`src/rtl/mem_arbiter.sv`:
```
// mem_arbiter: shares one memory port between an instruction-fetch
// requester and a data (load/store) requester.
//
// Parameters:
//   MEM_LAT   memory read latency in cycles, grant to read data (1..15)
//
// Build option:
//   ARB_ROUND_ROBIN_EN  when defined, contention is resolved round-robin
//                       (requester not served by the previous grant wins);
//                       when undefined, data always beats fetch.
//
// Ports:
//   clk, rst                    clock, synchronous active-high reset
//   if_req, if_addr             fetch request (held until if_valid) / address
//   if_gnt, if_valid, if_rdata  fetch grant pulse, completion pulse, data
//   d_req, d_we, d_addr,
//   d_wdata                     data request (held until d_valid), write
//                               enable, address, store data
//   d_gnt, d_valid, d_rdata     data grant pulse, completion pulse, load data
//   mem_en, mem_we, mem_addr,
//   mem_wdata                   memory access strobe, write strobe, address,
//                               write data
//   mem_rdata                   memory read data, MEM_LAT cycles after mem_en
//   stall                       pipeline hold while any request is unserved

module mem_arbiter #(
  parameter int unsigned MEM_LAT = 1
) (
  input  logic        clk,
  input  logic        rst,
  input  logic        if_req,
  input  logic [31:0] if_addr,
  output logic        if_gnt,
  output logic        if_valid,
  output logic [31:0] if_rdata,
  input  logic        d_req,
  input  logic        d_we,
  input  logic [31:0] d_addr,
  input  logic [31:0] d_wdata,
  output logic        d_gnt,
  output logic        d_valid,
  output logic [31:0] d_rdata,
  output logic        mem_en,
  output logic        mem_we,
  output logic [31:0] mem_addr,
  output logic [31:0] mem_wdata,
  input  logic [31:0] mem_rdata,
  output logic        stall
);

  localparam logic [1:0] S_IDLE    = 2'd0;
  localparam logic [1:0] S_IF_BUSY = 2'd1;
  localparam logic [1:0] S_D_BUSY  = 2'd2;

  localparam logic [3:0] LAT_RD = 4'(MEM_LAT);

  logic [1:0] r_state;
  logic [3:0] r_lat_cnt;
  logic       r_d_we;     // current data access is a store
`ifdef ARB_ROUND_ROBIN_EN
  logic       r_rr_ptr;   // 0: fetch favoured, 1: data favoured
`endif

  logic w_idle;
  logic w_done;
  logic w_pick_d;
  logic w_pick_if;

  assign w_idle = (r_state == S_IDLE);
  // Completion cycle is always a busy-state cycle, so a held request can
  // never be re-granted in the cycle its valid pulses.
  assign w_done = !w_idle && (r_lat_cnt == 4'd1);

`ifdef ARB_ROUND_ROBIN_EN
  assign w_pick_d = d_req && (!if_req || r_rr_ptr);
`else
  assign w_pick_d = d_req;
`endif
  assign w_pick_if = if_req && !w_pick_d;

  always_comb begin
    if_gnt    = 1'b0;
    if_valid  = 1'b0;
    if_rdata  = '0;
    d_gnt     = 1'b0;
    d_valid   = 1'b0;
    d_rdata   = '0;
    mem_en    = 1'b0;
    mem_we    = 1'b0;
    mem_addr  = '0;
    mem_wdata = '0;
    stall     = 1'b0;
    if (!rst) begin
      if (w_idle) begin
        if (w_pick_d) begin
          d_gnt     = 1'b1;
          mem_en    = 1'b1;
          mem_we    = d_we;
          mem_addr  = d_addr;
          mem_wdata = d_wdata;
        end else if (w_pick_if) begin
          if_gnt    = 1'b1;
          mem_en    = 1'b1;
          mem_addr  = if_addr;
        end
      end else if (w_done) begin
        if (r_state == S_IF_BUSY) begin
          if_valid = 1'b1;
          if_rdata = mem_rdata;
        end else begin
          d_valid = 1'b1;
          d_rdata = r_d_we ? '0 : mem_rdata;
        end
      end
      stall = (if_req && !if_valid) || (d_req && !d_valid);
    end
  end

  always_ff @(posedge clk) begin
    if (rst) begin
      r_state   <= S_IDLE;
      r_lat_cnt <= '0;
      r_d_we    <= 1'b0;
`ifdef ARB_ROUND_ROBIN_EN
      r_rr_ptr  <= 1'b0;
`endif
    end else begin
      case (r_state)
        S_IDLE: begin
          if (w_pick_d) begin
            r_state   <= S_D_BUSY;
            r_lat_cnt <= d_we ? 4'd1 : LAT_RD;
            r_d_we    <= d_we;
`ifdef ARB_ROUND_ROBIN_EN
            r_rr_ptr  <= 1'b0;
`endif
          end else if (w_pick_if) begin
            r_state   <= S_IF_BUSY;
            r_lat_cnt <= LAT_RD;
            r_d_we    <= 1'b0;
`ifdef ARB_ROUND_ROBIN_EN
            r_rr_ptr  <= 1'b1;
`endif
          end
        end
        S_IF_BUSY, S_D_BUSY: begin
          if (r_lat_cnt == 4'd1) begin
            r_state   <= S_IDLE;
            r_lat_cnt <= '0;
          end else begin
            r_lat_cnt <= r_lat_cnt - 4'd1;
          end
        end
        default: begin
          r_state   <= S_IDLE;
          r_lat_cnt <= '0;
        end
      endcase
    end
  end

endmodule
```
`config.mk`:
```
export PLATFORM = sky130hd
export DESIGN_NAME = mem_arbiter
export DESIGN_NICKNAME = d
export VERILOG_FILES = /design/src/rtl/mem_arbiter.sv
export SDC_FILE = /design/constraint.sdc
export NUM_CORES = 1
export LEC_CHECK = 0
export CAP_MARGIN = 0
export CORE_AREA = 2 2 104 106
export DETAILED_ROUTE_END_ITERATION = 7
export DIE_AREA = 0 0 106 108
export GPL_ROUTABILITY_DRIVEN = 0
export PLACE_DENSITY = 0.68
export SYNTH_ARGS = -nofsm -noshare
export SYNTH_HDL_FRONTEND = slang
export SYNTH_SLANG_ARGS = --single-unit
```
`constraint.sdc`:
```
create_clock -name clk -period 6.5 [get_ports clk]
set_input_delay 1.95 -clock clk [delete_from_list [all_inputs] [get_ports clk]]
set_output_delay 1.95 -clock clk [all_outputs]
set_load 0.01 [all_outputs]
```
==> run summary <==
Yosys synthesis warning count = 0
Total GRT Usage = 14.5%
Post-CTS Setup Inserts = 0
Commonest non-fill, non-tap cell in the layout = clkdlybuf4s50_1
Row count = 37
Part of the power in registers = 12.1%
Setup violators final = 0
Total negative slack = 0 ps
Initial Util = 15.1%
Clk_lat worst skew = 220 ps
Initial antenna violation count = 6
Area Growth Syn to Fin = 185%
Final Instance Area = 0.00441 mm2
MaxCap Viol Count = 0
Die Area = 0.0114 mm2
WL per Instance = 15.4 um
Status = complete, no violations
Final hold violations = 0
Resized Gates After CTS = 0
Placed cell area = 0.00436 mm2
Unrepaired setup endpoints after global routing = no
# port buffers = 267
Share of layout cells above drive strength 1 = 8.99%
Non-filler cells, final = 607
FMAX = 167 MHz
Iter 0 DRT Violations = 123
Commonest cells after routing, fill and taps aside = clkdlybuf4s50_1, and2_1, a22o_1, and2_2, dfxtp_1
Worst min path class = reg -> reg
CTS tree = built
CTS buffer count = 3
Core Footprint = 0.0102 mm2
Switching pwr = 0.183 mW
Syn_nets = 348
Combinational share of power = 76.1%
Clock power share = 11.8%
DRC Markers = 0
Worst VDD drop = 115 uV
DRT Pass-1 Iters = 4
Fin. max-slew vios = 0
Chip width = 106 um
Placed cells = 599
Clock Tree Buf Depth = 2
Critical path class = in -> out
Avg Cell Area, Syn = 7.37 um2
Sink Count = 7
Vias = 2480
Post-CTS Hold Buffers = 0
Antenna-violating nets left = 0
Internal = 0.334 mW
Synth Register Bits = 7
Tcrit/Tclk final = 92.1%
Crit end category = primary output
Sequential element share of the synthesized area = 9.05%
Number of library cell types mapped by synthesis = 32
Worst hold margin = 483 ps
Slew @ Worst Pin = 510 ps
HPWL Detailed = 7.96 mm
H-tree levels = 1
Total grt overflow = 0
Fillers = 999
Ratio of routed vias to standard cells = 4.09
Nature of the critical path startpoint = input port
P_leak = 1.65 nW
Vias in the first global route = 2335
Clock transition at the registers of the reported paths = 40 ps
Crit path DAT = 4040 ps
Worst Path Required = 4550 ps
Root Buffer = clkbuf_8
IO Pins = 268
Skew final = 3.14 ps
Post-Route WL = 9.35 mm
First-pass GRT wire length = 13.3 mm
Switch share = 35.4%
Total chip power = 0.517 mW
Cells after Synth = 210
Worst Path Max Fanout = 33
Slew HR = 65.9%
Tmin final = 5990 ps
Die height = 108 um
Largest net degree at the start of global routing = 34
Power per Cell Area = 117 mW/mm2
Post-Syn Area = 0.00155 mm2
Nets = 606
worst max-delay path, stage by stage:
cell	delay, ps
clkdlybuf4s50_1	620
nor4bb_4	340
buf_4	370
a22o_1	210
clkdlybuf4s50_1	530
Yosys cell counts, drive strengths merged:
cell	count	area, um2
a21oi	5	25.0
a22o	32	280
and3	1	6.26
ha	5	62.6
nand4	3	18.8
and2b	1	8.76
nand3b	1	7.51
nor3	1	5.00
a211oi	1	7.51
nor4bb	1	10.0
nor4b	1	23.8
nor3b	4	30.0
buf	7	60.1
o311ai	2	17.5
and3b	1	8.76
nand2	2	7.51
o31ai	1	7.51
nor2b	3	18.8
or3b	2	17.5
nor2	3	11.3
dfxtp	7	140
and2	97	641
clkbuf	14	52.6
a31oi	1	6.26
o21ai	5	25.0
inv	5	18.8
a32oi	1	8.76
a2111oi	1	8.76
nor4	2	12.5
stage by stage:
step / util [%] / setup WS, ps
2_1_floorplan: - / 1570
3_3_place_gp: 42.6 / 550
3_5_place_dp: 42.6 / 526
4_1_cts: 43.0 / 520
5_1_grt: 43.1 / 381
6_report: 43.1 / 514
layout make-up:
class / count / area [um2] / share of cell area, %
Antenna cell: 4 / 10.0 / 0.227
Clock buffer: 4 / 45.0 / 1.02
Inverter: 5 / 18.8 / 0.425
Multi-Input combinational cell: 177 / 1290 / 29.3
Sequential cell: 7 / 140 / 3.17
Tap cell: 136 / 170 / 3.85
Timing Repair Buffer: 274 / 2740 / 62.0
cells by family after synthesis:
| family | synth area share, % |
|---|---|
| adder cells (fa/ha/maj) | 4.04 |
| AO/OA/AOI/OAI | 25.0 |
| flip-flops | 9.05 |
| AND/OR/NAND/NOR | 53.4 |
| buffers and inverters | 8.49 |
power groups by stage:
stage | clock, mW | sequential [mW] | combinational (mW)
after floorplan | 0 | 0.0606 | 0.180
after global placement | 0 | 0.0621 | 0.389
after detailed placement | 0 | 0.0629 | 0.394
after CTS | 0.0627 | 0.0621 | 0.397
after global routing | 0.0635 | 0.0637 | 0.424
final | 0.0610 | 0.0626 | 0.394
layer usage:
metal / vias up / share of wire (%) / global-route usage (%)
met5: - / 0.29 / 0
met1: 1107 / 39 / 16.9
met2: 109 / 50 / 25.2
met4: 4 / 1.3 / 2.54
li1: 1248 / - / -
met3: 12 / 10 / 6.03
registers in the layout, indices dropped and copies added (netlist names):
register   count
r_lat_cnt      4
r_d_we         1
r_state        2
final timing paths:
kind                start            to  slack (ps)  cells past startpoint
max                if_req  mem_addr[17]         510                      5
min          r_lat_cnt[1]  r_lat_cnt[1]         480                      2
max reg2reg    r_state[1]    r_state[1]        4660                      6
min reg2reg  r_lat_cnt[1]  r_lat_cnt[1]         480                      2
Note: power is estimated with default switching activity, not from simulation.
